## config.mk

```make
export PLATFORM = sky130hd
export DESIGN_NAME = catalog_counter_ctrl_flat
export DESIGN_NICKNAME = d
export VERILOG_FILES = /design/src/rtl/catalog_counter_ctrl_if.sv /design/src/rtl/catalog_counter_ctrl.sv /design/src/flat_wrapper.sv
export SDC_FILE = /design/constraint.sdc
export NUM_CORES = 1
export LEC_CHECK = 0
export ABC_CLOCK_PERIOD_IN_PS = 2300
export BUFFER_PORTS_ARGS = -buffer_cell sky130_fd_sc_hd__buf_2
export CORE_ASPECT_RATIO = 1.25
export CORE_MARGIN = 3
export CORE_UTILIZATION = 49
export CTS_CLUSTER_DIAMETER = 200
export DETAILED_ROUTE_END_ITERATION = 12
export GPL_TIMING_DRIVEN = 0
export PLACE_DENSITY = 0.86
export SLEW_MARGIN = 20
export SYNTH_ARGS = -nofsm -noshare
export SYNTH_HDL_FRONTEND = slang
export SYNTH_SLANG_ARGS = --single-unit
export TNS_END_PERCENT = 30
```

## constraint.sdc

```tcl
create_clock -name CLK -period 2.3 [get_ports CLK]
set_input_delay 0.345 -clock CLK [delete_from_list [all_inputs] [get_ports CLK]]
set_output_delay 0.345 -clock CLK [all_outputs]
set_load 0.1 [all_outputs]
```

## src/rtl/catalog_counter_ctrl_if.sv

```systemverilog
// Bus between the interval-timer controller and the rest of the system.
// It carries three groups of signals:
//  - arm/abort requests: START, STOP, MODE, LEN
//  - 74x163-style counter control: CNT_P, CNT_T, CNT_LOAD, CNT_CLR, CNT_DATA,
//    plus the feedback RCO and Qdata
//  - status: BUSY, TICK, DONE, TICKS
// The slave modport is the controller side. The master modport is the side of
// the system and the counter.
interface catalog_counter_ctrl_if #(
  parameter int unsigned TICK_W = 8
);
  logic              START;
  logic              STOP;
  logic              MODE;
  logic [3:0]        LEN;
  logic              RCO;
  logic [3:0]        Qdata;
  logic              CNT_P;
  logic              CNT_T;
  logic              CNT_LOAD;
  logic              CNT_CLR;
  logic [3:0]        CNT_DATA;
  logic              BUSY;
  logic              TICK;
  logic              DONE;
  logic [TICK_W-1:0] TICKS;

  modport slave (
    input  START, STOP, MODE, LEN, RCO, Qdata,
    output CNT_P, CNT_T, CNT_LOAD, CNT_CLR, CNT_DATA, BUSY, TICK, DONE, TICKS
  );

  modport master (
    output START, STOP, MODE, LEN, RCO, Qdata,
    input  CNT_P, CNT_T, CNT_LOAD, CNT_CLR, CNT_DATA, BUSY, TICK, DONE, TICKS
  );
endinterface

```

## src/rtl/catalog_counter_ctrl.sv

```systemverilog
// Interval-timer controller for one external 74x163-style 4-bit counter.
// It preloads the counter with 16-LEN and lets it count. On RCO it either
// reloads the counter (periodic mode) or clears it and stops (one-shot mode).
// Ports:
//  CLK  rising-edge clock
//  CLR  asynchronous active-low reset
//  bus  slave side of catalog_counter_ctrl_if
//       inputs:  START, STOP, MODE, LEN, RCO, Qdata
//       outputs: CNT_P, CNT_T, CNT_LOAD, CNT_CLR, CNT_DATA (combinational)
//                BUSY, TICK, DONE, TICKS (registered)
module catalog_counter_ctrl #(
  parameter int unsigned TICK_W = 8
) (
  input  logic                  CLK,
  input  logic                  CLR,
  catalog_counter_ctrl_if.slave bus
);

  typedef enum logic [1:0] {
    S_IDLE,
    S_ARM,
    S_RUN,
    S_DONE
  } state_t;

  state_t            state_q, state_d;
  logic [3:0]        len_q, len_d;
  logic              mode_q, mode_d;
  logic              busy_q, busy_d;
  logic              tick_q, tick_d;
  logic              done_q, done_d;
  logic [TICK_W-1:0] ticks_q, ticks_d;
  logic              cnt_p, cnt_t, cnt_load, cnt_clr;

  // T feeds the counter's RCO (RCO = T & Q==15), so T must not depend on RCO.
  // If it did, clearing T on a one-shot terminal count would form an
  // oscillating loop. T therefore stays high for the whole of RUN. On the
  // terminal cycle P is dropped instead, and CLR overrides counting anyway.
  assign cnt_t = (state_q == S_RUN) && !bus.STOP;

  always_comb begin
    state_d  = state_q;
    len_d    = len_q;
    mode_d   = mode_q;
    tick_d   = 1'b0;
    done_d   = done_q;
    ticks_d  = ticks_q;
    cnt_p    = 1'b0;
    cnt_load = 1'b0;
    cnt_clr  = 1'b0;

    case (state_q)
      S_IDLE: begin
        cnt_clr = 1'b1;
        if (bus.START) begin
          state_d = S_ARM;
          len_d   = bus.LEN;
          mode_d  = bus.MODE;
        end
      end
      S_ARM: begin
        cnt_load = 1'b1;
        ticks_d  = '0;
        state_d  = S_RUN;
      end
      S_RUN: begin
        cnt_p = 1'b1;
        if (bus.RCO) begin
          tick_d = 1'b1;
          if (mode_q) begin
            // Reload on the terminal cycle so the counter never wraps to 0.
            cnt_load = 1'b1;
            ticks_d  = (&ticks_q) ? ticks_q : ticks_q + 1'b1;
          end else begin
            cnt_clr = 1'b1;
            cnt_p   = 1'b0;
            done_d  = 1'b1;
            ticks_d = TICK_W'(1);
            state_d = S_DONE;
          end
        end
      end
      S_DONE: begin
        cnt_clr = 1'b1;
        if (bus.START) begin
          state_d = S_ARM;
          len_d   = bus.LEN;
          mode_d  = bus.MODE;
          done_d  = 1'b0;
        end
      end
      default: state_d = S_IDLE;
    endcase

    // STOP overrides whatever the state wanted this cycle, including a
    // simultaneous START or RCO.
    if (bus.STOP) begin
      state_d  = S_IDLE;
      len_d    = len_q;
      mode_d   = mode_q;
      tick_d   = 1'b0;
      done_d   = 1'b0;
      ticks_d  = ticks_q;
      cnt_p    = 1'b0;
      cnt_load = 1'b0;
      cnt_clr  = 1'b1;
    end

    busy_d = (state_d == S_ARM) || (state_d == S_RUN);
  end

  always_ff @(posedge CLK or negedge CLR) begin
    if (!CLR) begin
      state_q <= S_IDLE;
      len_q   <= '0;
      mode_q  <= 1'b0;
      busy_q  <= 1'b0;
      tick_q  <= 1'b0;
      done_q  <= 1'b0;
      ticks_q <= '0;
    end else begin
      state_q <= state_d;
      len_q   <= len_d;
      mode_q  <= mode_d;
      busy_q  <= busy_d;
      tick_q  <= tick_d;
      done_q  <= done_d;
      ticks_q <= ticks_d;
    end
  end

  assign bus.CNT_P    = cnt_p;
  assign bus.CNT_T    = cnt_t;
  assign bus.CNT_LOAD = cnt_load;
  assign bus.CNT_CLR  = cnt_clr;
  assign bus.CNT_DATA = ~len_q + 4'd1;
  assign bus.BUSY     = busy_q;
  assign bus.TICK     = tick_q;
  assign bus.DONE     = done_q;
  assign bus.TICKS    = ticks_q;

endmodule
```

## src/flat_wrapper.sv

```systemverilog
// flat-port wrapper written by rule: the top's interface ports become plain ports
module catalog_counter_ctrl_flat 
#(
  parameter int unsigned TICK_W = 8
)
  (CLK, CLR, bus_START, bus_STOP, bus_MODE, bus_LEN, bus_RCO, bus_Qdata, bus_CNT_P, bus_CNT_T, bus_CNT_LOAD, bus_CNT_CLR, bus_CNT_DATA, bus_BUSY, bus_TICK, bus_DONE, bus_TICKS);
  catalog_counter_ctrl_if #(.TICK_W(TICK_W)) bus_i ();
  input  logic CLK;
  input  logic CLR;
  input wire logic [$bits(bus_i.START)-1:0] bus_START;
  input wire logic [$bits(bus_i.STOP)-1:0] bus_STOP;
  input wire logic [$bits(bus_i.MODE)-1:0] bus_MODE;
  input wire logic [$bits(bus_i.LEN)-1:0] bus_LEN;
  input wire logic [$bits(bus_i.RCO)-1:0] bus_RCO;
  input wire logic [$bits(bus_i.Qdata)-1:0] bus_Qdata;
  output wire logic [$bits(bus_i.CNT_P)-1:0] bus_CNT_P;
  output wire logic [$bits(bus_i.CNT_T)-1:0] bus_CNT_T;
  output wire logic [$bits(bus_i.CNT_LOAD)-1:0] bus_CNT_LOAD;
  output wire logic [$bits(bus_i.CNT_CLR)-1:0] bus_CNT_CLR;
  output wire logic [$bits(bus_i.CNT_DATA)-1:0] bus_CNT_DATA;
  output wire logic [$bits(bus_i.BUSY)-1:0] bus_BUSY;
  output wire logic [$bits(bus_i.TICK)-1:0] bus_TICK;
  output wire logic [$bits(bus_i.DONE)-1:0] bus_DONE;
  output wire logic [$bits(bus_i.TICKS)-1:0] bus_TICKS;
  assign bus_i.START = bus_START;
  assign bus_i.STOP = bus_STOP;
  assign bus_i.MODE = bus_MODE;
  assign bus_i.LEN = bus_LEN;
  assign bus_i.RCO = bus_RCO;
  assign bus_i.Qdata = bus_Qdata;
  assign bus_CNT_P = bus_i.CNT_P;
  assign bus_CNT_T = bus_i.CNT_T;
  assign bus_CNT_LOAD = bus_i.CNT_LOAD;
  assign bus_CNT_CLR = bus_i.CNT_CLR;
  assign bus_CNT_DATA = bus_i.CNT_DATA;
  assign bus_BUSY = bus_i.BUSY;
  assign bus_TICK = bus_i.TICK;
  assign bus_DONE = bus_i.DONE;
  assign bus_TICKS = bus_i.TICKS;
  catalog_counter_ctrl #(.TICK_W(TICK_W)) u_core (.CLK(CLK), .CLR(CLR), .bus(bus_i));
endmodule
```

==> impl_metrics.env <==
export IMPL_yosysUniqueCellTypes=39
export IMPL_arrival_ns=1.82
export IMPL_path_clk_slew_ns=0.10
export IMPL_fin_skew_ns=0.003610
export IMPL_cp_cell_sequence="inv_1, ha_2, nand2_1, nor2_1, nor2_1, o21bai_2, buf_8"
export IMPL_drt_iter0_drc=10
export IMPL_cts_max_path_buffers=2
export IMPL_multi_input_area_um2=595.6
export IMPL_design_area_um2=1308
export IMPL_min_path_type="in2reg"
export IMPL_required_ns=1.96
export IMPL_maxSlewViolCount=0
export IMPL_die_x_um=47.48
export IMPL_ios=33
export IMPL_cts_sinks=18
export IMPL_wl_per_cell_um=13.70
export IMPL_ant_nets=0
export IMPL_startpoint_type="flip-flop"
export IMPL_cap_violations=0
export IMPL_rows=18
export IMPL_grt_pass1_wl_mm=3.470
export IMPL_fin_crit_ns=2.166
export IMPL_relSlewSlack=0.6563
export IMPL_grt_total_usage=0.1693
export IMPL_syn_area_per_cell_um2=10.54
export IMPL_max_freq_mhz=461.6
export IMPL_drive_gt1_frac=0.3383
export IMPL_crit_path_max_fanout=8
export IMPL_firstDrtPassIters=4
export IMPL_status="complete, no violations"
export IMPL_max_slew_worst_pin_slew_ns=0.5156
export IMPL_grt_max_degree=19
export IMPL_finalHoldViolCount=0
export IMPL_routed_wl_mm=2.096
export IMPL_ys_async_sr_fraction=1.000
export IMPL_crit_type="reg2out"
export IMPL_clk_latency_ns=0.28
export IMPL_htreeDepth=1
export IMPL_crit_path_end_kind="output port"
export IMPL_overflow=0
export IMPL_cts_tree="built"
export IMPL_syn2layout_area_growth_pct=24.11
export IMPL_cpPeakStageDelay_ns=0.43
export IMPL_final_common_cell="buf_2"
export IMPL_setup_viol=0
export IMPL_mostFrequentLayoutCells="buf_2 (26), dfrtp_1 (18), nor2_1 (9)"
export IMPL_ys_seq_area_frac=0.4276
export IMPL_synth_seq_cells=18
export IMPL_cts_setup_buffers=0
export IMPL_netlist_area_um2=1054
export IMPL_ff_latch_area_um2=450.4
export IMPL_slowest_stage="dfrtp_1"
export IMPL_netlist_instances=100
export IMPL_num_vias=846
export IMPL_ys_flop_type="dfrtp_1"
export IMPL_pre_cts_ws_ns=0.2945
export IMPL_clock_root_buffer="clkbuf_4"
export IMPL_gp_congestion=0.8162
export IMPL_ys_warn_count=0
export IMPL_synth_fp_nets=120
export IMPL_hold_slack_ns=0.2612
export IMPL_dpl_instance_area_um2=1249
export IMPL_port_buffers=28
export IMPL_numCtsBuffers=3
export IMPL_start_util=0.5256
export IMPL_hpwl_mm=1.614
export IMPL_antenna_found_initial=0
export IMPL_finalCritPeriodShare=0.9419
export IMPL_viasPerCell=5.529
export IMPL_fin_setup_tns_ns=0
export IMPL_setup_slack_ns=0.1336
export IMPL_fp_dieArea_um2=2746
export IMPL_n_fill_cell=168
export IMPL_dieHeight_um=57.84
export IMPL_n_antenna_cell=0
export IMPL_coreArea_um2=2004
export IMPL_cp_common_cell="nor2_1"
export IMPL_grt_pass1_vias=807
export IMPL_drc=0
export IMPL_nets=154
export IMPL_synth_edf_count=0
==> registers in the layout (all words and copies together) (netlist names) <==
name and flops:
u_core.bus.BUSY 1, u_core.state_q 2, u_core.mode_q 1, u_core.bus.DONE 1, u_core.len_q 4, u_core.bus.TICK 1, u_core.bus.TICKS 8
==> cells in the mapped netlist (all sizes together) (3+ instances only) <==
cell / n / share of area
nor2: 9 / 0.032
nor3b: 3 / 0.021
dfrtp: 18 / 0.43
ha: 6 / 0.071
a221o: 3 / 0.029
and3: 4 / 0.024
inv: 7 / 0.025
mux2: 7 / 0.078
nor2b: 3 / 0.018
nand2: 7 / 0.032
a21oi: 3 / 0.018
o21bai: 3 / 0.021
==> final timing paths <==
path	start	to	slack, ns	depth (start not counted)
worst max-delay path	u_core.state_q[0]	bus_CNT_CLR	0.13	7
worst min-delay path	bus_LEN[2]	u_core.len_q[2]	0.26	2
max in group asynchronous	CLR	u_core.mode_q	1.49	2
worst max register to register	u_core.state_q[0]	u_core.bus.TICKS[3]	0.46	6
worst min register to register	u_core.len_q[3]	u_core.len_q[3]	0.53	1
min in group asynchronous	CLR	u_core.bus.TICKS[2]	0.52	2
==> critical path, delay by kind of cell (launching register included) <==
family | cells | cell delay, ns
simple gates | 3 | 0.40
flops | 1 | 0.43
buf+inv | 2 | 0.31
compound gates | 1 | 0.15
fa+ha+maj | 1 | 0.25
==> per-stage QoR <==
| step | std cells | utilization |
|---|---|---|
| 6_report | 153 | 0.6523 |
| 5_1_grt | 153 | 0.6523 |
| 4_1_cts | 153 | 0.6473 |
| 3_5_place_dp | 148 | 0.6230 |
| 3_3_place_gp | 148 | 0.6230 |
| 2_1_floorplan | 100 | - |
==> final cells by class <==
class | instances | share of cell area
sequential | 18 | 0.3445
multi-input combinational | 73 | 0.4555
clock buffer | 4 | 0.02775
timing repair buffer | 29 | 0.1244
buffer | 2 | 0.008612
inverter | 7 | 0.02010
tap | 20 | 0.01914
==> per-layer routing <==
metal / vias up / part of all wire / track usage
li1: 422 / - / -
met1: 400 / 0.43 / 0.2240
met2: 22 / 0.52 / 0.2835
met3: 2 / 0.054 / 0.02795
met4: 0 / 0.0038 / 0.03557
met5: - / 0 / 0
==> repair_timing <==
action,4_1_cts,5_1_grt
gates resized for setup,1,3
hold buffers,1,0
setup endpoints to repair,1,2
hold endpoints to repair,18,0
==> logic make-up after synthesis <==
group / share of synthesized area
AOI/OAI and AO/OA: 0.1770
xor gates and xnor gates: 0.01663
adders and majority gates: 0.07126
buffers and inverters: 0.03563
DFF: 0.4276
muxes: 0.07838
and+or+nand+nor: 0.1936
Power is not shown: default switching activity piles up to over one toggle a cycle in this logic, so the estimate is an artifact.
